===== src/rtl/cnt_capture_pkg.sv =====
// Shared definitions for the terminal-count capture block: register map,
// STATUS/CTRL field positions and the overflow counter width.
package cnt_capture_pkg;

  // Register index taken from addr[3:2]; byte offsets are 0x0, 0x4, 0x8, 0xC.
  typedef enum logic [1:0] {
    RegData   = 2'd0,
    RegStatus = 2'd1,
    RegCtrl   = 2'd2,
    RegOvfCnt = 2'd3
  } reg_e;

  // STATUS fields
  localparam int unsigned StatusCountLsb = 0;
  localparam int unsigned StatusCountW   = 5;
  localparam int unsigned StatusEmptyBit = 8;
  localparam int unsigned StatusFullBit  = 9;
  localparam int unsigned StatusOvfBit   = 10;

  // CTRL fields
  localparam int unsigned CtrlEnBit    = 0;
  localparam int unsigned CtrlIrqEnBit = 1;
  localparam int unsigned CtrlFlushBit = 2;
  localparam int unsigned CtrlWmLsb    = 4;
  localparam int unsigned CtrlWmW      = 4;

  localparam int unsigned OvfCntW = 8;

  localparam int unsigned TsWDefault = 32;
  typedef logic [TsWDefault-1:0] ts_t;

  // A watermark of 0 behaves like 1: any pending entry is enough.
  function automatic logic [CtrlWmW-1:0] wm_threshold(input logic [CtrlWmW-1:0] wm);
    return (wm == '0) ? CtrlWmW'(1) : wm;
  endfunction

endpackage


===== src/rtl/cnt_capture_fifo.sv =====
// Synchronous FIFO for captured timestamps. Flush overrides push and pop;
// push while full is accepted only when a pop happens in the same cycle.
module cnt_capture_fifo #(
  parameter int unsigned Depth = 4,
  parameter int unsigned Width = 32
) (
  input  logic                         clk_i,
  input  logic                         rst_i,
  input  logic                         push_i,
  input  logic                         pop_i,
  input  logic                         flush_i,
  input  logic [Width-1:0]             wdata_i,
  output logic [Width-1:0]             rdata_o,
  output logic                         full_o,
  output logic                         empty_o,
  output logic [$clog2(Depth+1)-1:0]   count_o
);

  localparam int unsigned PtrW = $clog2(Depth);
  localparam int unsigned CntW = $clog2(Depth + 1);

  logic [Width-1:0] mem_q [Depth];
  logic [PtrW-1:0]  wptr_q, rptr_q;
  logic [CntW-1:0]  count_q;
  logic             do_push, do_pop;

  assign empty_o = (count_q == '0);
  assign full_o  = (count_q == CntW'(Depth));
  assign count_o = count_q;
  assign rdata_o = mem_q[rptr_q];

  assign do_pop  = pop_i & ~flush_i & ~empty_o;
  assign do_push = push_i & ~flush_i & (~full_o | do_pop);

  // Pointer and occupancy tracking; pointers wrap naturally (Depth is a power of two).
  always_ff @(posedge clk_i) begin
    if (rst_i) begin
      wptr_q  <= '0;
      rptr_q  <= '0;
      count_q <= '0;
    end else if (flush_i) begin
      wptr_q  <= '0;
      rptr_q  <= '0;
      count_q <= '0;
    end else begin
      if (do_push) wptr_q <= wptr_q + PtrW'(1);
      if (do_pop)  rptr_q <= rptr_q + PtrW'(1);
      count_q <= count_q + CntW'(do_push) - CntW'(do_pop);
    end
  end

  // Storage array; contents are don't-care while the slot is not occupied.
  always_ff @(posedge clk_i) begin
    if (do_push) mem_q[wptr_q] <= wdata_i;
  end

endmodule


===== src/rtl/cnt_tc_capture.sv =====
// Timestamps rising edges of the counter's terminal count, buffers them in a
// FIFO drained over a single-cycle OBI-style slave, and raises a level irq.
// Optional watermark interrupt threshold (CTRL[7:4]): CNT_CAPTURE_WATERMARK_EN.
module cnt_tc_capture
  import cnt_capture_pkg::*;
#(
  parameter int unsigned DEPTH = 4,
  parameter int unsigned TS_W  = 32
) (
  input  logic        clk_i,
  input  logic        rst_i,
  input  logic        tc_i,
  input  logic        req_i,
  input  logic        we_i,
  input  logic [3:0]  addr_i,
  input  logic [31:0] wdata_i,
  input  logic [3:0]  be_i,
  output logic        gnt_o,
  output logic        rvalid_o,
  output logic [31:0] rdata_o,
  output logic        irq_o
);

  localparam int unsigned CntW = $clog2(DEPTH + 1);

  logic [TS_W-1:0]    ts_q;
  logic               tc_q;
  logic               en_q, en_d;
  logic               irq_en_q, irq_en_d;
  logic               ovf_q, ovf_d;
  logic [OvfCntW-1:0] ovf_cnt_q, ovf_cnt_d;
  logic               rvalid_q;
  logic [31:0]        rdata_q, rdata_d;
  logic               irq_q, irq_d;

  logic [TS_W-1:0]    fifo_head;
  logic               fifo_full, fifo_empty;
  logic [CntW-1:0]    fifo_count, count_nxt;

  reg_e               reg_sel;
  logic               wr_full, rd_req;
  logic               tc_evt, flush, pop, push, ovf_evt;
  logic [31:0]        status_word, ctrl_word;
  logic               unused_bits;

`ifdef CNT_CAPTURE_WATERMARK_EN
  logic [CtrlWmW-1:0] wm_q, wm_d;
`endif

  assign unused_bits = ^{addr_i[1:0], wdata_i};

  assign gnt_o    = req_i;
  assign rvalid_o = rvalid_q;
  assign rdata_o  = rdata_q;
  assign irq_o    = irq_q;

  assign reg_sel = reg_e'(addr_i[3:2]);
  assign wr_full = req_i & we_i & (be_i == 4'hF);
  assign rd_req  = req_i & ~we_i;

  // Reading an empty DATA register returns 0 and must not pop.
  assign tc_evt  = tc_i & ~tc_q & en_q;
  assign flush   = wr_full & (reg_sel == RegCtrl) & wdata_i[CtrlFlushBit];
  assign pop     = rd_req & (reg_sel == RegData) & ~fifo_empty;
  assign push    = tc_evt & ~flush & (~fifo_full | pop);
  assign ovf_evt = tc_evt & ~flush & fifo_full & ~pop;

  assign count_nxt = flush ? '0 : (fifo_count + CntW'(push) - CntW'(pop));

  cnt_capture_fifo #(
    .Depth (DEPTH),
    .Width (TS_W)
  ) u_fifo (
    .clk_i   (clk_i),
    .rst_i   (rst_i),
    .push_i  (push),
    .pop_i   (pop),
    .flush_i (flush),
    .wdata_i (ts_q),
    .rdata_o (fifo_head),
    .full_o  (fifo_full),
    .empty_o (fifo_empty),
    .count_o (fifo_count)
  );

  // Free-running timestamp and terminal-count edge history.
  always_ff @(posedge clk_i) begin
    if (rst_i) begin
      ts_q <= '0;
      tc_q <= 1'b0;
    end else begin
      ts_q <= ts_q + TS_W'(1);
      tc_q <= tc_i;
    end
  end

  // Control and overflow next state; a clear beats a simultaneous overflow.
  always_comb begin
    en_d      = en_q;
    irq_en_d  = irq_en_q;
    ovf_d     = ovf_q;
    ovf_cnt_d = ovf_cnt_q;
    if (wr_full && reg_sel == RegCtrl) begin
      en_d     = wdata_i[CtrlEnBit];
      irq_en_d = wdata_i[CtrlIrqEnBit];
    end
    if (wr_full && reg_sel == RegStatus && wdata_i[StatusOvfBit]) begin
      ovf_d = 1'b0;
    end else if (ovf_evt) begin
      ovf_d = 1'b1;
    end
    if (wr_full && reg_sel == RegOvfCnt) begin
      ovf_cnt_d = '0;
    end else if (ovf_evt && ovf_cnt_q != '1) begin
      ovf_cnt_d = ovf_cnt_q + OvfCntW'(1);
    end
  end

`ifdef CNT_CAPTURE_WATERMARK_EN
  // Watermark field update.
  always_comb begin
    wm_d = wm_q;
    if (wr_full && reg_sel == RegCtrl) wm_d = wdata_i[CtrlWmLsb +: CtrlWmW];
  end

  // Watermark register.
  always_ff @(posedge clk_i) begin
    if (rst_i) wm_q <= '0;
    else       wm_q <= wm_d;
  end

  // Interrupt tracks the post-update occupancy against the watermark.
  always_comb begin
    irq_d = irq_en_d & (32'(count_nxt) >= 32'(wm_threshold(wm_d)));
  end
`else
  // Interrupt tracks the post-update occupancy.
  always_comb begin
    irq_d = irq_en_d & (count_nxt != '0);
  end
`endif

  // Read mux; all reads see the state before this cycle's side effects.
  always_comb begin
    status_word = '0;
    status_word[StatusCountLsb +: StatusCountW] = StatusCountW'(fifo_count);
    status_word[StatusEmptyBit] = fifo_empty;
    status_word[StatusFullBit]  = fifo_full;
    status_word[StatusOvfBit]   = ovf_q;
    ctrl_word = '0;
    ctrl_word[CtrlEnBit]    = en_q;
    ctrl_word[CtrlIrqEnBit] = irq_en_q;
`ifdef CNT_CAPTURE_WATERMARK_EN
    ctrl_word[CtrlWmLsb +: CtrlWmW] = wm_q;
`endif
    rdata_d = '0;
    if (rd_req) begin
      unique case (reg_sel)
        RegData:   rdata_d = fifo_empty ? 32'd0 : 32'(fifo_head);
        RegStatus: rdata_d = status_word;
        RegCtrl:   rdata_d = ctrl_word;
        RegOvfCnt: rdata_d = 32'(ovf_cnt_q);
        default:   rdata_d = '0;
      endcase
    end
  end

  // Registered control state, bus response and interrupt.
  always_ff @(posedge clk_i) begin
    if (rst_i) begin
      en_q      <= 1'b0;
      irq_en_q  <= 1'b0;
      ovf_q     <= 1'b0;
      ovf_cnt_q <= '0;
      rvalid_q  <= 1'b0;
      rdata_q   <= '0;
      irq_q     <= 1'b0;
    end else begin
      en_q      <= en_d;
      irq_en_q  <= irq_en_d;
      ovf_q     <= ovf_d;
      ovf_cnt_q <= ovf_cnt_d;
      rvalid_q  <= req_i;
      rdata_q   <= rdata_d;
      irq_q     <= irq_d;
    end
  end

endmodule


===== config.mk =====
export PLATFORM = sky130hd
export DESIGN_NAME = cnt_tc_capture
export DESIGN_NICKNAME = d
export VERILOG_FILES = /design/src/rtl/cnt_capture_pkg.sv /design/src/rtl/cnt_capture_fifo.sv /design/src/rtl/cnt_tc_capture.sv
export SDC_FILE = /design/constraint.sdc
export NUM_CORES = 1
export LEC_CHECK = 0
export ABC_CLOCK_PERIOD_IN_PS = 4200
export CELL_PAD_IN_SITES_DETAIL_PLACEMENT = 2
export CELL_PAD_IN_SITES_GLOBAL_PLACEMENT = 2
export CORE_ASPECT_RATIO = 0.75
export CORE_MARGIN = 5
export CORE_UTILIZATION = 40
export CTS_CLUSTER_DIAMETER = 100
export DETAILED_ROUTE_END_ITERATION = 8
export PLACE_DENSITY = 0.89
export SLEW_MARGIN = 20
export SYNTH_ARGS = -nofsm -noshare
export SYNTH_HDL_FRONTEND = slang
export SYNTH_SLANG_ARGS = --single-unit

===== constraint.sdc =====
create_clock -name clk_i -period 4.2 [get_ports clk_i]
set_input_delay 1.05 -clock clk_i [delete_from_list [all_inputs] [get_ports clk_i]]
set_output_delay 1.05 -clock clk_i [all_outputs]
set_load 0.1 [all_outputs]

Word level (Yosys, flattened, before mapping)
Memory sizes are Yosys's and may differ from the RTL's. A register that Yosys moved wholly into a read port is not among the register bits.
Cells that the tools add are included.
- input port bits: 45
- memories kept: 1
- bits in writable memories: 128
- output and inout bits: 35
- register bits: 85
- reductions and logical operators: 12
- $add $sub $neg: 8
- multiplexer cells: 8
- bitwise logic cells: 27
- equal/unequal tests: 6
- memory list (name ; words ; width ; rd ports ; clocked after Yosys merged registers in ; write ports ; RTL line ; text):
    u_fifo.mem_q ; 4 ; 32 ; 1 ; 1 ; 1 ; cnt_capture_fifo.sv:22 ; logic [Width-1:0] mem_q [Depth];
- operator list (cell ; count):
    one-hot mux 32 bit (4 select lines) ; 1
    adder 32 x 1 -> 32 bit (second input constant) ; 1
    2-to-1 mux 32 bit ; 1
    AND 1 bit ; 18
    adder 8 x 1 -> 8 bit (second input constant) ; 1
    inequality test 8 bit (second input constant) ; 1
    OR reduction 2 bit ; 4
    NOT 1 bit ; 7
    adder 3 x 1 -> 3 bit ; 2
    subtractor 3 x 1 -> 3 bit ; 2
    logical AND 1 bit ; 5
    adder 2 x 1 -> 2 bit (second input constant) ; 2
    equality test 2 bit (second input constant) ; 2
    equality test 4 bit (second input constant) ; 1
    2-to-1 mux 2 bit ; 2
    equality test 3 bit (second input constant) ; 1
    logical NOT 3 bit ; 1
    2-to-1 mux 1 bit ; 3
    2-to-1 mux 3 bit ; 1
    nonzero test 3 bit ; 1
    equality test 2 x 1 -> 1 bit (second input constant) ; 1
    logical NOT 2 bit ; 1
    OR 1 bit ; 2

Depth between registers and ports, before layout
- depth in word-level cells: 12
- gate-level depth with buffers: 9
- gate-level depth less buffers: 9

By module
From an unflattened synthesis, not the netlist that was laid out.
- cell total of the unflattened synthesis: 578
- area, all modules: 8459.4 sq um
- modules (own cells, without submodules) (module ; cells an instance ; sequential area each (sq um) ; area each (sq um) ; instances):
    cnt_capture_fifo ; 217 ; 4023.9 ; 5098.6 ; 1
    cnt_tc_capture ; 361 ; 1561.5 ; 3360.7 ; 1

Least setup slack after synthesis
OpenSTA, ideal clock, no wires.
- kind: input port to flip-flop
- start point: input we_i
- end point: memory u_fifo.mem_q[0][0] (enable)
- required time: 3.808 ns
- path buffers: 1
- data arrival time: 2.748 ns
- setup slack: 1.060 ns
- cell stages on the path: 5
- path through: nand2b_1 > o311ai_2 > nor2b_1 > buf_2 > and2_1
- longest elaborated chain between the ends: 11
- elaborated cells on any way between the ends: 19
- classes of those cells: mux: 2; bitwise: 17
- ends and longest elaborated chain (what ; RTL line ; text):
    start, declared ; cnt_tc_capture.sv:14 ; input logic we_i,
    AND 1 bit (2 in series) ; cnt_tc_capture.sv:58 ; assign wr_full = req_i & we_i & (be_i == 4'hF);
    AND 1 bit (2 in series) ; cnt_tc_capture.sv:63 ; assign flush = wr_full & (reg_sel == RegCtrl) & wdata_i[CtrlFlushBit];
    NOT 1 bit ; cnt_capture_fifo.sv:32, cnt_capture_fifo.sv:33, cnt_tc_capture.sv:65 ;
    AND 1 bit (on tied branches) (2 in series) ; cnt_tc_capture.sv:65, cnt_capture_fifo.sv:32 ;
    AND 1 bit / OR 1 bit (equally long branches) ; cnt_capture_fifo.sv:33 ; assign do_push = push_i & ~flush_i & (~full_o | do_pop);
    AND 1 bit (*) ; cnt_capture_fifo.sv:33 ;
    named net u_fifo.do_push ; cnt_capture_fifo.sv:25 ; logic do_push, do_pop;
    2-to-1 mux 1 bit (*) ; cnt_capture_fifo.sv:54 ; if (do_push) mem_q[wptr_q] <= wdata_i;
    2-to-1 mux 1 bit (not written as such) (*) ; cnt_capture_fifo.sv:54 ;
    end, declared ; cnt_capture_fifo.sv:22 ;
Mark *: on every way through the listed nets, which the timed path passes. The rest lies on a longest branch.

Worst setup path in the final report
- start point: input req_i
- end point: register u_fifo.count_q[1] (netlist: u_fifo.count_o[1])
- longest elaborated chain between the ends: 11
- elaborated cells on any way between the ends: 19
- classes of those cells: add/sub: 2; bitwise: 16; reduce/logical: 1
- ends and longest elaborated chain (what ; RTL line ; text):
    start, declared ; cnt_tc_capture.sv:13 ; input logic req_i,
    AND 1 bit (2 in series) ; cnt_tc_capture.sv:58 ;
    AND 1 bit (2 in series) ; cnt_tc_capture.sv:63 ;
    NOT 1 bit ; cnt_capture_fifo.sv:32, cnt_capture_fifo.sv:33, cnt_tc_capture.sv:65 ;
    AND 1 bit (on tied branches) (2 in series) ; cnt_tc_capture.sv:65, cnt_capture_fifo.sv:32 ;
    AND 1 bit / OR 1 bit (equally long branches) ; cnt_capture_fifo.sv:33 ;
    AND 1 bit ; cnt_capture_fifo.sv:33 ;
    adder 3 x 1 -> 3 bit ; cnt_capture_fifo.sv:48 ; count_q <= count_q + CntW'(do_push) - CntW'(do_pop);
    subtractor 3 x 1 -> 3 bit ; cnt_capture_fifo.sv:48 ;
    end signal, assigned ; cnt_capture_fifo.sv:48 ;
    end, declared ; cnt_capture_fifo.sv:24 ; logic [CntW-1:0] count_q;
Several ways; a longest one is shown, not always the timed one.
A chain may end at the register's enable or synchronous reset.

==> flow_summary_export.csv <==
group,metric,value,unit
grt,grt_pass1_vias,5521,
sta,unrepaired_setup_endpoints_after_global_routing,"no",
clock_network,htree_levels,1,
placed_design,final_hpwl_from_detailed_placement,13300,um
cells_and_area,finish.utilization,48.0,%
grt,grt_pass1_wl,33500,um
floorplan,die_area,23500,um2
detailed_routing,wire_per_inst,24.4,um
pwr,p_seq_share,54.2,%
floorplan,coreArea,20200,um2
floorplan,count_of_boundary_i_o_pins,80,
detailed_routing,initialDrtViolationCount,336,
worst_setup_path,end_kind,"flop",
placed_design,dp_cells,835,
worst_setup_path,worstReg2RegStart,"u_fifo.count_o[1]",
clock_network,cts_buffer_depth,3,
detailed_routing,detail-route-antenna-nets,0,
synth,yosys.cell_types.count,46,
cells_and_area,multiInputGateArea,2460,um2
synth,netlist_instances,541,
pwr,total_leakage_power,3.35,nW
min_path,hp-start,"ovf_cnt_q[5]",
floorplan,die_width,175,um
grt,grtUsageTotal,18.4,%
clock_network,clk_lat_worst_skew,0.50,ns
cells_and_area,register_area,5590,um2
detailed_routing,routed-via-count,4827,
synth,post_synth_instance_area,8190,um2
floorplan,die-height,134,um
detailed_routing,drt_pre_antenna_iters,5,
sta,report.final.hold_viol_count,0,
clock_network,clock-sinks,215,
pwr,power.net_switching,0.832,mW
clock_network,clk_transition_reported_paths,0.06,ns
cells_and_area,filler_cell_count,1827,
worst_setup_path,timing.critical_path.from_type,"input pin",
worst_setup_path,arrival,3.82,ns
clock_network,ctsRootBufferMaster,"sky130_fd_sc_hd__clkbuf_16",
synth,yosys_warnings,0,
clock_network,cts-resized-gates,0,
floorplan,initial_core_util,40.5,%
detailed_routing,route.detailed.drc,0,
worst_setup_path,crit_start,"req_i",
grt,grt_max_degree,35,
cells_and_area,instances_no_fill,875,
grt,globalRoute.totalOverflow,0,
pwr,power.share.combinational,1.6,%
worst_setup_path,highest_net_fanout_along_the_worst_path,7,
sta,setup_violations_final,0,
pwr,design_power_total,4.10,mW
synth,synthArstFlopShare,0,%
synth,synth_edf_count,128,
sta,holdWs,0.515,ns
cells_and_area,nNetsFinal,659,
sta,clock.fmax,291,MHz
sta,slew_viol_final,0,
synth,postSynthAreaPerCell,15.1,um2
detailed_routing,detail_route.vias_per_cell,5.52,
run_status,outcome,"complete, no violations",
floorplan,row_count,45,
synth,synthesis.nets,598,
sta,final.min_clock_period,3.43,ns
detailed_routing,route.final.wire_length,21300,um
flow_run,max_cap_viol_count,0,
clock_network,cts_made_buffers,23,
pwr,internal_power,3.27,mW
worst_setup_path,critical_path_required,4.59,ns
pwr,worst_ir_drop_on_vdd,228,uV
min_path,hp-class,"flop to flop",
sta,post-route-period-util,81.8,%
synth,ys_seq_area_share,68.2,%
cells_and_area,layout-area-overhead-vs-synth,18.4,%
clock_network,cts_tree,"done",
pwr,power.density,422,nW/um2
placed_design,globalplace.congestion,0.756,
grt,number_of_antenna_violations_at_the_first_check_in_global_routing,0,
synth,synthesis_stage_register_bit_count,215,
sta,fin_worst_skew,0.00753,ns
pwr,clock_power_share,44.2,%
worst_setup_path,critPathKind,"input pin to flop",
cells_and_area,antenna_cell_count,0,
clock_network,post_cts_hold_buffer_count,0,
placed_design,numPortBuffers,49,
sta,tightestPinTransition,0.992,ns
sta,slew_headroom,33.7,%
pwr,p_sw_share,20.3,%
sta,totalNegativeSetupSlack,0,ns
clock_network,cts.repair_timing.setup_buffer_count,0,
synth,ys.flop_type,"sky130_fd_sc_hd__edfxtp_1",
cells_and_area,drive_above_1_share,14.6,%
synth_stat cells (all sizes together) (5+ instances only):
| library cell | instances | share of area (%) |
|---|---|---|
| edfxtp | 128 | 47 |
| mux2i | 5 | 0.61 |
| xor2 | 28 | 3.0 |
| mux4 | 32 | 8.8 |
| nand2 | 17 | 0.78 |
| buf | 10 | 0.63 |
| nand3 | 15 | 1.0 |
| nor2 | 54 | 2.5 |
| nor2b | 8 | 0.61 |
| a22o | 6 | 0.64 |
| nand4 | 13 | 1.1 |
| clkbuf | 16 | 0.73 |
| and3 | 33 | 2.5 |
| xnor2 | 10 | 1.1 |
| and4 | 5 | 0.55 |
| ha | 10 | 1.5 |
| nor3 | 7 | 0.49 |
| and2 | 9 | 0.69 |
| inv | 11 | 0.50 |
| dfxtp | 87 | 21 |
registers in the layout, indices dropped and copies added (netlist names), named ones only:
name,flops
ts_q,32
ovf_cnt_q,8
u_fifo.rptr_q,2
u_fifo.count_o,3
rdata_o,32
irq_en_q,1
tc_q,1
irq_o,1
u_fifo.wptr_q,2
en_q,1
ovf_q,1
u_fifo.mem_q,128
rvalid_o,1
routing by layer:
metal	vias to the layer above	wire length, um	track usage (%)
met3	37	719	2.73
met5	-	0	0
met2	97	10900	32.2
li1	2133	-	-
met1	2560	9170	23.9
met4	0	537	5.67
cell families (layout without fill, tap and decap cells):
logic type	after synthesis	after routing	synth area share, %
simple gates	177	177	11.7
fa+ha+maj	12	12	2.02
compound gates	22	22	2.32
buf+inv	37	113	1.86
flops	215	215	68.2
xor+xnor	38	38	4.06
mux	40	40	9.82
stage by stage:
step	instance area, um2	setup WS, ns
2_1_floorplan	8190	1.06
6_report	9700	0.766
3_3_place_gp	9040	0.561
4_1_cts	9700	0.786
5_1_grt	9700	0.672
3_5_place_dp	9040	0.344
power groups by stage:
stage               Clock (mW)  Combinational, mW  Sequential (mW)
floorplan                    0             0.0283             2.27
global placement             0             0.0579             2.27
detailed placement           0             0.0623             2.27
CTS                       1.84             0.0641             2.22
global route              1.95             0.0683             2.22
finish                    1.81             0.0646             2.22
worst max-delay path, cell delays in order:
cell and delay (ns):
sky130_fd_sc_hd__clkdlybuf4s50_1 0.57, sky130_fd_sc_hd__nand2b_1 0.21, sky130_fd_sc_hd__o311ai_2 0.63, sky130_fd_sc_hd__nor2b_1 0.53, sky130_fd_sc_hd__ha_1 0.29, sky130_fd_sc_hd__fa_1 0.44
sky130_fd_sc_hd__inv_1 0.07, sky130_fd_sc_hd__nor2_1 0.04
area by class of cell:
cell class,count,share of cell area [%]
Timing Repair Buffer,62,6.55
Clock inverter,6,0.297
Sequential cell,215,57.6
Multi-Input combinational cell,289,25.3
Inverter,11,0.426
Tap cell,258,3.33
Clock buffer,34,6.46
placed cells by master (no fill, tap or decap), types with 6 or more instances in the layout:
| cell | count |
|---|---|
| sky130_fd_sc_hd__clkbuf_16 | 23 |
| sky130_fd_sc_hd__inv_1 | 11 |
| sky130_fd_sc_hd__a22o_1 | 6 |
| sky130_fd_sc_hd__mux4_2 | 32 |
| sky130_fd_sc_hd__and3_1 | 33 |
| sky130_fd_sc_hd__ha_1 | 10 |
| sky130_fd_sc_hd__dfxtp_1 | 86 |
| sky130_fd_sc_hd__and2_1 | 9 |
| sky130_fd_sc_hd__edfxtp_1 | 128 |
| sky130_fd_sc_hd__nor2b_1 | 8 |
| sky130_fd_sc_hd__xor2_1 | 28 |
| sky130_fd_sc_hd__nor2_1 | 54 |
| sky130_fd_sc_hd__clkbuf_1 | 10 |
| sky130_fd_sc_hd__clkdlybuf4s50_1 | 48 |
| sky130_fd_sc_hd__nand3_1 | 13 |
| sky130_fd_sc_hd__buf_4 | 10 |
| sky130_fd_sc_hd__xnor2_1 | 10 |
| sky130_fd_sc_hd__nand4_1 | 12 |
| sky130_fd_sc_hd__nand2_1 | 17 |
worst paths after layout:
kind                                          end  slack, ns  cells after the start
worst min register to register       ovf_cnt_q[5]       0.52                      2
worst max-delay path            u_fifo.count_o[1]       0.77                      8
worst min-delay path                 ovf_cnt_q[5]       0.52                      2
worst max register to register              irq_o       1.83                      8
Power figures use the tool's default switching activity.
